**src/rtl/ddr_frame_writer_pkg.sv**
```systemverilog
// Shared types and constants for the DDR frame writer.
package ddr_frame_writer_pkg;

    typedef enum logic [1:0] {
        IDLE,
        WAIT_VS,
        LOAD,
        ACTIVE
    } state_t;

    localparam int WFIFO_W = 32;
    localparam int PIX_W   = 24;

    // Line/frame counters cover the full 1080p geometry plus the saturation slot.
    localparam int CNT_W  = 12;
    localparam int LOAD_W = 4;
    localparam int FCNT_W = 16;

    // Upper byte of every write-FIFO word.
    localparam logic [WFIFO_W-PIX_W-1:0] PIX_PAD = 8'h00;

endpackage

```
**src/rtl/ddr_frame_writer_vs_edge_sync.sv**
```systemverilog
// Calibration-done synchronizer plus vsync polarity normalizer and
// rising-edge detector. The edge output is combinational from two
// registered copies of the normalized vsync, so it is glitch-free.
module vs_edge_sync #(
    parameter logic VSYNC_POL = 1'b1
) (
    input  logic clk,
    input  logic reset_n,
    input  logic init_calib_complete,
    input  logic in_vsync,
    output logic cal_s,
    output logic vs_edge
);

    logic cal_meta;
    logic vs_act_q;
    logic vs_act_d;

    // Two-flop synchronizer for calibration and vsync history registers.
    always_ff @(posedge clk) begin
        if (!reset_n) begin
            cal_meta <= 1'b0;
            cal_s    <= 1'b0;
            vs_act_q <= 1'b0;
            vs_act_d <= 1'b0;
        end else begin
            // NOTE: non-blocking so each flop takes its neighbour's pre-edge value;
            // blocking here would collapse the two sync stages into one.
            cal_meta <= init_calib_complete;
            cal_s    <= cal_meta;
            vs_act_q <= in_vsync ~^ VSYNC_POL;
            vs_act_d <= vs_act_q;
        end
    end

    assign vs_edge = vs_act_q & ~vs_act_d;

endmodule

```
**src/rtl/ddr_frame_writer.sv**
```systemverilog
// Pixel-stream-to-DDR3 write stage: frame-start address reload, pixel
// packing into 32-bit FIFO words, geometry clamping and sticky error flags.
module ddr_frame_writer
    import ddr_frame_writer_pkg::*;
#(
    parameter int   H_VISIBLE   = 1920,
    parameter int   V_VISIBLE   = 1080,
    parameter int   LOAD_CYCLES = 4,
    parameter logic VSYNC_POL   = 1'b1
) (
    input  logic               clk,
    input  logic               reset_n,
    input  logic               init_calib_complete,
    input  logic               in_vsync,
    input  logic               in_den,
    input  logic [PIX_W-1:0]   in_pixel,
    input  logic               clear_err,
    output logic               wr_load,
    output logic               wfifo_wren,
    output logic [WFIFO_W-1:0] wfifo_din,
    output logic               frame_done,
    output logic [FCNT_W-1:0]  frame_cnt,
    output logic               err_short_line,
    output logic               err_long_line,
    output logic               err_frame_size,
    output logic               busy
);

    localparam logic [CNT_W-1:0]  H_LIM     = CNT_W'(H_VISIBLE);
    localparam logic [CNT_W-1:0]  V_LIM     = CNT_W'(V_VISIBLE);
    localparam logic [CNT_W-1:0]  H_SAT     = CNT_W'(H_VISIBLE + 1);
    localparam logic [CNT_W-1:0]  V_SAT     = CNT_W'(V_VISIBLE + 1);
    localparam logic [LOAD_W-1:0] LOAD_INIT = LOAD_W'(LOAD_CYCLES - 1);

    state_t             state;
    logic [CNT_W-1:0]   x;
    logic [CNT_W-1:0]   y;
    logic [LOAD_W-1:0]  load_cnt;
    logic               den_q;
    logic               cal_s;
    logic               vs_edge;

    vs_edge_sync #(
        .VSYNC_POL (VSYNC_POL)
    ) u_vs_edge_sync (
        .clk                 (clk),
        .reset_n             (reset_n),
        .init_calib_complete (init_calib_complete),
        .in_vsync            (in_vsync),
        .cal_s               (cal_s),
        .vs_edge             (vs_edge)
    );

    // Frame FSM with x/y geometry counters and all registered outputs.
    always_ff @(posedge clk) begin
        if (!reset_n) begin
            state          <= IDLE;
            x              <= '0;
            y              <= '0;
            load_cnt       <= '0;
            den_q          <= 1'b0;
            wr_load        <= 1'b0;
            wfifo_wren     <= 1'b0;
            wfifo_din      <= '0;
            frame_done     <= 1'b0;
            frame_cnt      <= '0;
            err_short_line <= 1'b0;
            err_long_line  <= 1'b0;
            err_frame_size <= 1'b0;
            busy           <= 1'b0;
        end else begin
            wfifo_wren <= 1'b0;
            wr_load    <= 1'b0;
            frame_done <= 1'b0;
            den_q      <= 1'b0;

            // Clear is applied first so any error set later in this block wins.
            if (clear_err) begin
                err_short_line <= 1'b0;
                err_long_line  <= 1'b0;
                err_frame_size <= 1'b0;
            end

            if (!cal_s) begin
                // Calibration lost: abandon the frame, keep errors and frame count.
                state <= IDLE;
                busy  <= 1'b0;
                x     <= '0;
                y     <= '0;
            end else begin
                case (state)
                    IDLE: begin
                        state <= WAIT_VS;
                        busy  <= 1'b0;
                    end

                    WAIT_VS: begin
                        if (vs_edge) begin
                            state    <= LOAD;
                            load_cnt <= LOAD_INIT;
                            wr_load  <= 1'b1;
                            busy     <= 1'b1;
                        end
                    end

                    LOAD: begin
                        // Pixels arriving before the address reload finishes are lost.
                        if (in_den) begin
                            err_frame_size <= 1'b1;
                        end
                        if (load_cnt == '0) begin
                            state <= ACTIVE;
                        end else begin
                            load_cnt <= load_cnt - 1'b1;
                            wr_load  <= 1'b1;
                        end
                    end

                    ACTIVE: begin
                        if (vs_edge) begin
                            if (y != V_LIM) begin
                                err_frame_size <= 1'b1;
                            end
                            frame_done <= 1'b1;
                            frame_cnt  <= frame_cnt + 1'b1;
                            x          <= '0;
                            y          <= '0;
                            state      <= LOAD;
                            load_cnt   <= LOAD_INIT;
                            wr_load    <= 1'b1;
                        end else if (in_den) begin
                            den_q <= 1'b1;
                            if (x < H_LIM) begin
                                if (y < V_LIM) begin
                                    wfifo_wren <= 1'b1;
                                    wfifo_din  <= {PIX_PAD, in_pixel};
                                end
                                x <= x + 1'b1;
                            end else begin
                                err_long_line <= 1'b1;
                                if (x != H_SAT) begin
                                    x <= x + 1'b1;
                                end
                            end
                        end else if (den_q) begin
                            // End of line on the den falling edge.
                            if (x != '0 && x < H_LIM) begin
                                err_short_line <= 1'b1;
                            end
                            if (y != V_SAT) begin
                                y <= y + 1'b1;
                            end
                            x <= '0;
                        end
                    end

                    default: begin
                        state <= IDLE;
                        busy  <= 1'b0;
                    end
                endcase
            end
        end
    end

endmodule

```
**config.mk**
```make
export PLATFORM = sky130hd
export DESIGN_NAME = ddr_frame_writer
export DESIGN_NICKNAME = d
export VERILOG_FILES = /design/src/rtl/ddr_frame_writer_pkg.sv /design/src/rtl/ddr_frame_writer_vs_edge_sync.sv /design/src/rtl/ddr_frame_writer.sv
export SDC_FILE = /design/constraint.sdc
export NUM_CORES = 1
export LEC_CHECK = 0
export BUFFER_PORTS_ARGS = -buffer_cell sky130_fd_sc_hd__buf_4
export CORE_MARGIN = 2
export CORE_UTILIZATION = 40
export CTS_CLUSTER_SIZE = 16
export DETAILED_ROUTE_END_ITERATION = 16
export GPL_ROUTABILITY_DRIVEN = 0
export GPL_TIMING_DRIVEN = 0
export HOLD_SLACK_MARGIN = 0.06
export PLACE_DENSITY = 0.73
export RECOVER_POWER = 50
export SETUP_SLACK_MARGIN = 0.2
export SLEW_MARGIN = 20
export SYNTH_ARGS = -nofsm -noshare
export SYNTH_HDL_FRONTEND = slang
export SYNTH_HIERARCHICAL = 1
export SYNTH_SLANG_ARGS = --single-unit
```
**constraint.sdc**
```tcl
create_clock -name clk -period 3.3 [get_ports clk]
set_input_delay 0.495 -clock clk [delete_from_list [all_inputs] [get_ports clk]]
set_output_delay 0.495 -clock clk [all_outputs]
set_load 0.1 [all_outputs]
```
==> metrics <==
outcome=complete, no violations; Startpoint Class=register; vias in the first global route=3178; CTS Buffer Depth=2; cell mode on critical path=clkbuf_1; Hold Path End=u_vs_edge_sync/cal_meta; CTS clk-pin slew, worst paths=90 ps; RR Endpoint=frame_cnt[14]; sequential share of power=51.6%; slowest CP cell=or4_1; clk sink count=82; cell taking the most area after synthesis=dfxtp_1; post-synthesis sequential area ratio=a little over two fifths; Combinational Power Share=5.9%; First-pass DRT Iterations=5; Clk pwr share=42.5%; final net count=580; Final Hold Violating Endpoints=0; Crit. End Element=register; CTS Buf Count=9; sw power=450 µW; final WL=9510 µm; R2R Setup Slk=930 ps; core area=0.00924 mm²; hold buffers post-CTS=0; Mapped Cells=around 450; later-pin clock latency in the skew report=360 ps; synth top area cells=dfxtp_1 43%, nand4_1 6.2%, a21oi_1 5.2%, o21ai_0 5.1%, nor2_1 3.1%; antenna-violating nets left=0; Final Cycle Share=71.7%; placement row count=35; Post-synth EDFFs=0; Yosys reg bits=82; initial antenna violation count=0; DP HPWL=6910 µm; Max-Cap Viols=0; first-pass GRT wire length=15000 µm; Pins Over Slew Limit=0; Initial Util=41.4%; Worst Hold Launch=init_calib_complete; Peak VDD IR=between 0.00015 and 0.0002 V; CP cell instances=clkbuf_1 > and4_1 > clkbuf_1 > nand4_1 > or4_1 > a21oi_1; setup_tns=0 ps; die area=0.0104 mm²; postcts setup bufs=0; layout overhead on the synthesized area=20.1%; sw frac=23.4%; Yosys warning count=6; wire per inst=14.1 µm; Worst Reg-to-Reg Cells=6; Worst Hold Class=input port to register; ratio of cells with drive above 1 in the final layout=between 10% and 20%; Max-slew headroom=around 19%; top cell type's share of synthesized area=between 40% and 50%; Internal=1.47 mW; Clock Skews=11.6 ps; Crit Path Class=register to register; Die H=102 µm; num ports=85; total track usage=18.2%; slowest stage delay, CP=590 ps; Hold Path Cell Cnt=2; via/cell ratio=5.36; worst-path fanout max=10; DIE WIDTH=102 µm; RSZ-0062 raised after global routing=no; largest net degree at the start of global routing=15; pwr dens=419 mW/mm²; Worst Max-Slew Pin Slew=between 1000 and 1500 ps; CTS H-tree depth=3; distinct cell type count after synthesis=55; Commonest cells post-synth=82 x dfxtp_1, 40 x a21oi_1, 39 x o21ai_0, 38 x nand4_1, 32 x nor2_1; synthesized cell area=about 0.0038 mm²; Final min period=2370 ps; final setup vio count=0; post_cts resized=0; Reg-to-Reg Start=state[1]; FILL cells=922; Synth Flop Type=dfxtp_1; Max Freq=423 MHz; Leak=1.56 nW; Ant. Diodes=0; Worst EP required=3590 ps; CP arrival=2660 ps; Final Core Density=49.7%; initial DRC count=252; CTS tree=done; Clock Root Buffer=clkbuf_8; async set-reset flop share out of synthesis=0%; top-count cell post-synth=dfxtp_1; input/output buffers=75; GR Overflow Total=0; via count=3619; DR DRC count=0; Post-Syn Area per Cell=8.53 µm²
-- cells in the final DEF (no fill, tap or decap), types with 6 or more instances in the layout --
master and instances:
a21oi_1 40, nand3_1 15, or3_1 8, buf_2 6
xor2_1 12, o211ai_1 6, buf_4 36, nand2_1 28
conb_1 8, nand4_1 39, ha_1 9, clkbuf_1 69
o21ai_0 39, xnor2_1 9, inv_1 11, dfxtp_1 82
clkbuf_8 10, nor2_1 32, nor3_1 11, nor4_1 6
-- final cells by class --
class | count | area [µm²] | area share [%]
buffer | 37 | 178 | 3.87
clock inverter | 6 | 90.1 | 1.96
sequential | 82 | 1640 | 35.8
multi-input combinational | 324 | 1950 | 42.5
tap | 129 | 161 | 3.52
clock buffer | 10 | 138 | 3.00
timing repair buffer | 75 | 387 | 8.42
inverter | 12 | 45.0 | 0.981
-- registers in the layout (all words and copies together) (netlist names), 2 cells and up --
name / flops
wfifo_din: 24
x: 12
state: 2
y: 12
frame_cnt: 16
load_cnt: 4
-- worst max-delay path by stage --
stage	from	end	slack [ps]	cells past startpoint
2_1_floorplan	frame_cnt[0]	frame_cnt[14]	940	5
5_1_grt	u_vs_edge_sync/vs_act_q	frame_cnt[15]	720	6
6_report	state[1]	frame_cnt[14]	930	6
4_1_cts	u_vs_edge_sync/vs_act_q	frame_cnt[15]	1280	6
3_5_place_dp	in_den	x[11]	1280	6
3_3_place_gp	in_den	x[2]	1280	6
-- per-stage QoR --
step / hold WS, ps / total power, mW / instance area, µm² / cells / worst slack (ps)
floorplan: 412 / 1.09 / 3850 / 455 / 945
global placement: 419 / 1.13 / 4570 / 659 / 1280
detailed placement: 423 / 1.13 / 4570 / 659 / 1280
CTS: 326 / 1.94 / 4800 / 675 / 1280
global route: 337 / 2.00 / 4590 / 675 / 716
finish: 339 / 1.92 / 4590 / 675 / 934
-- kinds of logic after synthesis --
| logic type | Yosys count | share of synthesized area, % |
|---|---|---|
| adder cells (fa/ha/maj) | 9 | 2.95 |
| multiplexers | 4 | 1.05 |
| AO/OA/AOI/OAI | 106 | 16.1 |
| AND/OR/NAND/NOR | 176 | 25.7 |
| XOR/XNOR | 21 | 4.81 |
| flip-flops | 82 | 42.9 |
| buffers and inverters | 49 | 6.35 |
| other | 1 | 0.0981 |
-- per-layer routing --
| metal | part of all wire (%) | GRT usage [%] | vias to the layer above |
|---|---|---|---|
| met2 | 46 | 29.6 | 132 |
| met4 | 2.0 | 8.21 | 0 |
| li1 | - | - | 1806 |
| met3 | 5.6 | 2.83 | 23 |
| met5 | 0 | 0 | - |
| met1 | 46 | 23.9 | 1658 |
-- worst max-delay path, delay by kind of cell (launching register included) --
family                 cells  cell delay [ps]
AOI/OAI and AO/OA          1              140
buffers and inverters      2              610
DFF                        1              370
and+or+nand+nor            3             1190
-- power groups by stage --
stage	combinational, mW	sequential (mW)	clock [mW]
after detailed placement	0.115	1.02	0
after global placement	0.114	1.02	0
after global routing	0.121	0.993	0.883
after floorplan	0.0764	1.02	0
final	0.114	0.993	0.818
after CTS	0.115	0.993	0.837
(Power assumes the default switching activity.)
